## src/rtl/bp_cfg_loader_pkg.sv

```systemverilog
`default_nettype none
// ============================================================================
// Module   : bp_cfg_loader_pkg
// Brief    : Shared types for the runtime configuration loader: FSM state
//            encoding, broadcast core-id fill bit and the cfg write record.
// Revision : 1.0 - initial release
// ============================================================================

`ifndef BP_CFG_LOADER_WRITE_S_DEFINED
`define BP_CFG_LOADER_WRITE_S_DEFINED
// One cfg bus write, sized by the instantiating module's width parameters.
`define DECLARE_BP_CFG_WRITE_S(core_w, addr_w, data_w) \
    typedef struct packed {                             \
        logic [core_w-1:0] core;                        \
        logic [addr_w-1:0] addr;                        \
        logic [data_w-1:0] data;                        \
    } bp_cfg_write_s
`endif

package bp_cfg_loader_pkg;

    // Loader sequencing states; 2-bit explicit encoding.
    typedef enum logic [1:0] {
        e_idle  = 2'd0,
        e_send  = 2'd1,
        e_drain = 2'd2,
        e_done  = 2'd3
    } bp_cfg_loader_state_e;

    // The broadcast core id is all ones at whatever core-id width is used;
    // consumers replicate this bit across their core field.
    localparam logic c_bcast_core_bit = 1'b1;

endpackage

`default_nettype wire

```

## src/rtl/bsg_counter_up_down.sv

```systemverilog
`default_nettype none
// ============================================================================
// Module   : bsg_counter_up_down
// Brief    : Saturation-free up/down counter, one step per cycle in each
//            direction. Simultaneous up and down leave the count unchanged.
// Revision : 1.0 - initial release
// ============================================================================

module bsg_counter_up_down #(
    parameter  int max_val_p    = 4,
    parameter  int init_val_p   = 0,
    localparam int ptr_width_lp = $clog2(max_val_p + 1)
) (
    input  logic                    clk_i,
    input  logic                    reset_i,
    input  logic                    up_i,
    input  logic                    down_i,
    output logic [ptr_width_lp-1:0] count_o
);

    logic [ptr_width_lp-1:0] r_count;

    // Count moves by +1/-1; the caller guarantees it never leaves [0, max].
    always_ff @(posedge clk_i or posedge reset_i) begin
        if (reset_i) begin
            r_count <= ptr_width_lp'(init_val_p);
        end else if (up_i && !down_i) begin
            r_count <= r_count + ptr_width_lp'(1);
        end else if (down_i && !up_i) begin
            r_count <= r_count - ptr_width_lp'(1);
        end
    end

    assign count_o = r_count;

endmodule

`default_nettype wire

```

## src/rtl/bp_cfg_loader.sv

```systemverilog
`default_nettype none
// ============================================================================
// Module   : bp_cfg_loader
// Brief    : Walks a table of (addr, data) entries and issues them as cfg
//            writes to every core (core-major order) or once as a broadcast,
//            throttled by a credit count of unacknowledged writes.
// Revision : 1.0 - initial release
// ============================================================================

module bp_cfg_loader
    import bp_cfg_loader_pkg::*;
#(
    parameter int num_core_p       = 4,
    parameter int cfg_core_width_p = 8,
    parameter int cfg_addr_width_p = 16,
    parameter int cfg_data_width_p = 32,
    parameter int max_entries_p    = 8,
    parameter int max_credits_p    = 4
) (
    input  logic                                      clk_i,
    input  logic                                      reset_i,
    input  logic                                      start_i,
    input  logic                                      broadcast_i,
    input  logic [$clog2(max_entries_p+1)-1:0]        num_entries_i,
    input  logic [max_entries_p*cfg_addr_width_p-1:0] entry_addr_i,
    input  logic [max_entries_p*cfg_data_width_p-1:0] entry_data_i,
    output logic                                      cfg_v_o,
    output logic [cfg_core_width_p-1:0]               cfg_core_o,
    output logic [cfg_addr_width_p-1:0]               cfg_addr_o,
    output logic [cfg_data_width_p-1:0]               cfg_data_o,
    input  logic                                      cfg_ready_i,
    input  logic                                      cfg_ack_i,
    output logic                                      busy_o,
    output logic                                      done_o,
    output logic                                      err_o
);

    localparam int c_cnt_w  = $clog2(max_entries_p + 1);
    localparam int c_eidx_w = (max_entries_p > 1) ? $clog2(max_entries_p) : 1;
    localparam int c_cidx_w = (num_core_p > 1) ? $clog2(num_core_p) : 1;
    localparam int c_cred_w = $clog2(max_credits_p + 1);

    `DECLARE_BP_CFG_WRITE_S(cfg_core_width_p, cfg_addr_width_p, cfg_data_width_p);

    bp_cfg_loader_state_e  r_state;
    logic                  r_bcast;
    logic [c_cnt_w-1:0]    r_count;
    logic [c_eidx_w-1:0]   r_entry;
    logic [c_cidx_w-1:0]   r_core;
    logic                  r_err;

    logic [c_cred_w-1:0]   w_credits;
    logic [c_cnt_w-1:0]    w_n;
    logic                  w_valid;
    logic                  w_hs;
    logic                  w_underflow;
    logic                  w_down;
    logic                  w_last_entry;
    logic                  w_last_core;
    bp_cfg_write_s         w_wr;

    logic [cfg_addr_width_p-1:0] w_addr_tab [max_entries_p];
    logic [cfg_data_width_p-1:0] w_data_tab [max_entries_p];

    // Unpack the flat entry buses into per-entry views.
    for (genvar k = 0; k < max_entries_p; k++) begin : g_entry
        assign w_addr_tab[k] = entry_addr_i[k*cfg_addr_width_p +: cfg_addr_width_p];
        assign w_data_tab[k] = entry_data_i[k*cfg_data_width_p +: cfg_data_width_p];
    end

    // Oversized entry counts clamp to the table capacity.
    assign w_n = (num_entries_i > c_cnt_w'(max_entries_p)) ? c_cnt_w'(max_entries_p)
                                                            : num_entries_i;

    assign w_valid      = (r_state == e_send) && (w_credits < c_cred_w'(max_credits_p));
    assign w_hs         = w_valid && cfg_ready_i;
    // An ack with nothing outstanding is an error and must not decrement.
    assign w_underflow  = cfg_ack_i && (w_credits == '0);
    assign w_down       = cfg_ack_i && !w_underflow;
    assign w_last_entry = (c_cnt_w'(r_entry) == (r_count - c_cnt_w'(1)));
    assign w_last_core  = r_bcast || (r_core == c_cidx_w'(num_core_p - 1));

    // Outstanding-write credits: +1 per accepted write, -1 per legal ack.
    bsg_counter_up_down #(
        .max_val_p  (max_credits_p),
        .init_val_p (0)
    ) u_credits (
        .clk_i   (clk_i),
        .reset_i (reset_i),
        .up_i    (w_hs),
        .down_i  (w_down),
        .count_o (w_credits)
    );

    // Sequencer: start latching, core-major index walk and drain to done.
    always_ff @(posedge clk_i or posedge reset_i) begin
        if (reset_i) begin
            r_state <= e_idle;
            r_bcast <= 1'b0;
            r_count <= '0;
            r_entry <= '0;
            r_core  <= '0;
            r_err   <= 1'b0;
        end else begin
            if (w_underflow) begin
                r_err <= 1'b1;
            end
            case (r_state)
                e_idle, e_done: begin
                    if (start_i) begin
                        r_bcast <= broadcast_i;
                        r_count <= w_n;
                        r_entry <= '0;
                        r_core  <= '0;
                        r_err   <= 1'b0;
                        r_state <= (w_n == '0) ? e_drain : e_send;
                    end
                end
                e_send: begin
                    if (w_hs) begin
                        if (w_last_entry && w_last_core) begin
                            r_state <= e_drain;
                        end else if (w_last_entry) begin
                            r_entry <= '0;
                            r_core  <= r_core + c_cidx_w'(1);
                        end else begin
                            r_entry <= r_entry + c_eidx_w'(1);
                        end
                    end
                end
                e_drain: begin
                    // A same-cycle ack defers completion by one cycle.
                    if ((w_credits == '0) && !cfg_ack_i) begin
                        r_state <= e_done;
                    end
                end
                default: begin
                    r_state <= e_idle;
                end
            endcase
        end
    end

    // Payload is driven only while valid so idle outputs read as zero.
    always_comb begin
        w_wr = '0;
        if (w_valid) begin
            w_wr.core = r_bcast ? {cfg_core_width_p{c_bcast_core_bit}}
                                : cfg_core_width_p'(r_core);
            w_wr.addr = w_addr_tab[r_entry];
            w_wr.data = w_data_tab[r_entry];
        end
    end

    assign cfg_v_o    = w_valid;
    assign cfg_core_o = w_wr.core;
    assign cfg_addr_o = w_wr.addr;
    assign cfg_data_o = w_wr.data;
    assign busy_o     = (r_state == e_send) || (r_state == e_drain);
    assign done_o     = (r_state == e_done);
    assign err_o      = r_err;

endmodule

`default_nettype wire

```

## config.mk

```make
export PLATFORM = sky130hd
export DESIGN_NAME = bp_cfg_loader
export DESIGN_NICKNAME = d
export VERILOG_FILES = /design/src/rtl/bp_cfg_loader_pkg.sv /design/src/rtl/bsg_counter_up_down.sv /design/src/rtl/bp_cfg_loader.sv
export SDC_FILE = /design/constraint.sdc
export NUM_CORES = 1
export LEC_CHECK = 0
export CELL_PAD_IN_SITES_DETAIL_PLACEMENT = 2
export CELL_PAD_IN_SITES_GLOBAL_PLACEMENT = 2
export CORE_MARGIN = 8
export CORE_UTILIZATION = 14
export CTS_BUF_LIST = sky130_fd_sc_hd__clkbuf_2 sky130_fd_sc_hd__clkbuf_4 sky130_fd_sc_hd__clkbuf_8
export DETAILED_ROUTE_END_ITERATION = 16
export GPL_ROUTABILITY_DRIVEN = 1
export PLACE_DENSITY_LB_ADDON = 0.05
export SLEW_MARGIN = 5
export SYNTH_ARGS = -nofsm -noshare
export SYNTH_HDL_FRONTEND = slang
export SYNTH_SLANG_ARGS = --single-unit
```

## constraint.sdc

```tcl
create_clock -name clk_i -period 3.2 [get_ports clk_i]
set_input_delay 0.8 -clock clk_i [delete_from_list [all_inputs] [get_ports clk_i]]
set_output_delay 0.8 -clock clk_i [all_outputs]
set_load 0.02 [all_outputs]
```

* Yosys cells after proc, flatten, opt, wreduce, memory -nomap -nowiden
Index checks and enable logic that the tools add are counted.
** Storage, ports and cells
- Word-level logic and storage cells :: 81
- Register bits after elaboration :: 16
** Operators by class
- Magnitude comparators :: 3
- $add $sub $neg :: 5
- Eq/ne operators :: 11
- Bitwise operators :: 1
- Mux-type cells :: 30
- Reduce and logical (&&, ||, !) cells :: 24
** Operators by type and width (number)
- $bmux 32 s3 :: 1
- $mux 32 :: 2
- $mux 56 :: 1
- $bmux 16 s3 :: 1
- $mux 16 :: 2
- $mux 2 :: 9
- $mux 3 :: 6
- $logic_and 1x1->1 :: 8
- $mux 8 :: 1
- $ne 2x2->1 const B :: 4
- $reduce_and 4->1 :: 2
- $add 3x1->3 const B :: 2
- $eq 2x2->1 const B :: 3
- $pmux 2 s3 :: 1
- $pmux 3 s2 :: 1
- $reduce_and 5->1 :: 1
- $eq 3x4->1 :: 1
- $ge 4x4->1 const B :: 1
- $gt 4x4->1 const B :: 1
- $logic_not 1->1 :: 4
- $logic_not 4->1 :: 1
- $mux 4 :: 1
- $ne 2x1->1 const B :: 2
- $not 3->4 :: 1
- 13 further kinds :: 17

* Longest topological paths before layout
- Depth after elaboration :: 7
- Depth in mapped cells :: 13

* By module
Synthesis repeated with hierarchy kept, for this count alone.
** Second synthesis, totals
- Cells, all modules :: 334
- Area total of the unflattened synthesis :: 4048.9 sq um
** Modules (own cells, without submodules)
- bp_cfg_loader :: area each 3888.7 sq um, sequential area each 325.3 sq um, instances 1, cells an instance 321
- bsg_counter_up_down :: area each 160.2 sq um, sequential area each 75.1 sq um, instances 1, cells an instance 13

* Worst setup path before layout
No wires, ideal clock.
- Path type :: reg2out
- Start :: reg r_state[1]
- End :: out cfg_core_o[3]
- Arrival :: 1.854 ns
- Slack :: 0.546 ns
- Data required time :: 2.400 ns
- Stages on the path, launching flop included :: 9
- Buffers on the path :: 4
- Cell sequence :: dfrtp_1 > inv_1 > ha_1 > clkbuf_2 > nand2b_1 > clkbuf_1 > clkbuf_1 > nor2_1 > buf_4
** On the way
- Word-level cells in the longest chain between the ends :: 3
** RTL lines
- start: declaration :: RTL line bp_cfg_loader.sv:45 : bp_cfg_loader_state_e r_state;
- start signal: assignment :: RTL line bp_cfg_loader.sv:98 : r_state <= e_idle;
- start signal: assignment :: RTL line bp_cfg_loader.sv:116 : r_state <= (w_n == '0) ? e_drain : e_send;
- start signal: assignment :: RTL line bp_cfg_loader.sv:122 : r_state <= e_drain;
- $eq 2x1->1 :: RTL line bp_cfg_loader.sv:75 : assign w_valid = (r_state == e_send) && (w_credits < c_cred_w'(max_credits_p));
- $logic_and 1x1->1 :: RTL line bp_cfg_loader.sv:75
- $mux 56 :: RTL line bp_cfg_loader.sv:147 : if (w_valid) begin
- end: declaration :: RTL line bp_cfg_loader.sv:28 : output logic [cfg_core_width_p-1:0] cfg_core_o,
No other way between the ends.

* Worst setup path in the final report
- Start :: in entry_addr_i[61]
- End :: out cfg_addr_o[13]
** On the way
- Word-level cells in the longest chain between the ends :: 4
** RTL lines
- start: declaration :: RTL line bp_cfg_loader.sv:25 : input logic [max_entries_p*cfg_addr_width_p-1:0] entry_addr_i,
- $bmux 16 s3 :: RTL line bp_cfg_loader.sv:150 : w_wr.addr = w_addr_tab[r_entry];
- $mux 16 (implied by the code) (2 in series) :: RTL line bp_cfg_loader.sv:150
- $mux 56 :: RTL line bp_cfg_loader.sv:147
- end: declaration :: RTL line bp_cfg_loader.sv:29 : output logic [cfg_addr_width_p-1:0] cfg_addr_o,
No other way between the ends. The select of a mux whose other input is x is not followed.

==> results.md <==
- Worst Reg-to-Reg Cells: 12
- Final Hold Vio Count: 0
- Dpl hpwl: 27,640 um
- Cell area after placement: 9161 um2
- Net Sw Frac: 43.28%
- Initial detailed-routing violation count: 107
- Die W: 185.8 um
- Vias in the first global route: 6,000
- Buffers on Ports: between 400 and 500
- Seq cells post-synth: 16
- CTS Hold Bufs: 0
- Post-Syn Instances: 335
- Hold Path Stages: 2
- Core ar.: 28,550 um2
- Reg-to-Reg Start: r_state[1]
- Largest net degree at the start of global routing: 50
- Drt pass-1 iters: 4
- Min-Delay Path Class: flop to flop
- Die height: 185.8 um
- Total detailed-routing wirelength: 30,730 um
- Seq pwr share: 9.2%
- Drt drc: 0
- Setup WS pre-CTS: -0.1770 ns
- Avg Cell Area, Syn: 12.05 um2
- GP Congestion: 0.8496
- Power density cells: 498.5 nW/um2
- Hold wc startpoint: err_o
- CP required: 2.40 ns
- WHS Endpoint: err_o
- Total grt overflow: 0
- CTS buffer count: 3
- Final Setup Violations: 0
- R2R Setup Slk: 0.82 ns
- Tcrit/Tclk final: a little over nine tenths
- Final net count: 1,174
- Min Tclk post-route: between 3 and 4 ns
- Int Power: 0.002592 W
- Global-route wire length before repair: 42,800 um
- Initial antenna violation count: 9
- Max-cap violation count: 0
- Switching Power: between 0.0015 and 0.002 W
- Leakage: around 3.4 nW
- Max Root-Sink Buffers: 2
- Clk network pwr share: 4.1%
- VDD IR max: 0.2475 mV
- RSZ-0062 raised after global routing: false
- Status: completed
- Design Area, Final: 9166 um2
- Area grow syn2layout: 127.0%
- I/O Pins: 454
- Share of post-route cells with drive strength above 1: roughly 18%
- Worst Skew: 0.008929 ns
- Starting density of the core: 14.14%
- Slew of the pin with the lowest slew margin: 0.6706 ns
- CTS clk-pin slew, worst paths: around 0.070 ns
- Relative slew slack: 55.24%
- Arr. time, crit path: 2.33 ns
- Setup_tns: 0 ns
- Vias: between 4,000 and 5,000
- Fmax: about 320 MHz
- Combinational fraction of design power: 86.7%
- Mapped Nets: 737
- Register area share after synthesis: 9.916%
- Clk sinks: 16
- Crit end category: output pin
- Fill count: around 3,200
- WL/cell: 26.53 um
- Unique masters post-synth: 36
- H-tree depth: 1
- All-layer global routing usage: 17.03%
- Placement row count: 62
- Vias per std cell: 4.281
- Clock insertion delay at the later pin of the skew report: 0.26 ns
- Syn. warnings: 0
- CTS tree: yes
- CP Launch Type: primary input
- Most common cell after layout, fill and taps aside: clkdlybuf4s50_1
- Fin. max-slew vios: 0
- Die area: 34,530 um2
- Commonest non-fill, non-tap cells in the layout: clkdlybuf4s50_1 (405), mux4_2 (96), nor2_1 (54), mux2i_1 (51), dlygate4sd2_1 (46)
- PostCTS Resize Cnt: 46
- Worst setup margin: about 0.073 ns
- Post-layout util: 32.11%
- Critical path type: primary input to output pin
- Crit-path max FO: 1
- DRT antenna net count: 0
- Total Power: about 0.0046 W
- CTS root buf: clkbuf_8
- # Post-CTS Setup Buffers: 0
- R2R Path End: u_credits.count_o[2]
- Cell Area, Synth: 4038 um2
==> critical path: stages <==
cell,delay (ns)
clkdlybuf4s50_1,0.45
mux4_2,0.47
mux2i_1,0.21
nor2_1,0.06
dlygate4sd2_1,0.33
==> worst max path at each step <==
stage                                 start              to
after global placement     entry_addr_i[61]  cfg_addr_o[13]
final                      entry_addr_i[61]  cfg_addr_o[13]
after global routing      entry_addr_i[101]   cfg_addr_o[5]
after floorplan                  r_state[1]   cfg_core_o[3]
after CTS                 entry_addr_i[101]   cfg_addr_o[5]
after detailed placement  entry_addr_i[101]   cfg_addr_o[5]
==> logic make-up after synthesis <==
logic type / count (synthesis) / share of synthesized area, %
simple gates: 80 / 8.739
xor+xnor: 6 / 1.302
mux: 153 / 67.96
fa+ha+maj: 8 / 2.665
buf+inv: 54 / 6.073
flops: 16 / 9.916
compound gates: 18 / 3.347
==> power by group through the flow <==
stage	registers [W]	clock network, W	logic (W)
finish	0.000419	0.000187	0.00396
global route	0.000439	0.000202	0.00433
CTS	0.000423	0.000196	0.00410
detailed placement	0.000426	0	0.00420
global placement	0.000419	0	0.00412
floorplan	0.000359	0	0.00250
==> flip-flops by register name, summed over array words and instances, names as in the netlist <==
signal	count
err_o	1
r_state	2
r_count	4
u_credits.count_o	3
r_bcast	1
r_core	2
r_entry	3
==> Yosys cell counts (all sizes together) <==
library cell	count	area, um2
mux4	96	2162
nor2	54	202.7
mux2i	51	510.5
buf	20	116.4
clkbuf	20	76.32
dfrtp	16	400.4
inv	14	52.55
nand2	9	33.78
ha	7	87.58
mux2	6	71.31
o21ai	6	30.03
a21oi	5	25.02
nand2b	4	25.02
nor3	4	20.02
xnor2	3	26.28
xor2	3	26.28
and2	2	13.77
nor2b	2	12.51
o31a	2	17.52
o31ai	2	33.78
a221o	1	11.26
and2b	1	7.510
and4b	1	11.26
fa	1	20.02
o221ai	1	8.760
o41ai	1	8.760
or2b	1	8.760
or3	1	6.260
or4	1	11.26
==> stage by stage <==
stage | hold WS [ns] | std cells
6_report | 0.5517 | 1158
5_1_grt | 0.5992 | 1156
4_1_cts | 0.5651 | 1155
3_5_place_dp | 0.5461 | 1151
2_1_floorplan | 0.4828 | 335
3_3_place_gp | 0.5236 | 1151
==> final cells by class <==
type	instances	area, um2	share of cell area [%]
well taps	384	480.5	5.242
inverters	14	52.55	0.5733
repair buffers	472	4765	51.98
diodes	3	7.507	0.08190
clock buffers	4	55.05	0.6006
flip-flops and latches	16	411.6	4.491
multi-input cells	265	3395	37.03
==> routing by layer <==
| metal | vias to the layer above | track usage (%) | wire length [um] | part of all wire, % |
|---|---|---|---|---|
| met2 | 229 | 33.40 | 17180 | 56 |
| li1 | 2223 | - | - | - |
| met1 | 2469 | 16.71 | 9941 | 32 |
| met3 | 20 | 7.671 | 3445 | 11 |
| met5 | - | 0 | 96 | 0.31 |
| met4 | 16 | 1.270 | 65 | 0.21 |
No activity file was read; power rests on OpenSTA's default activity.
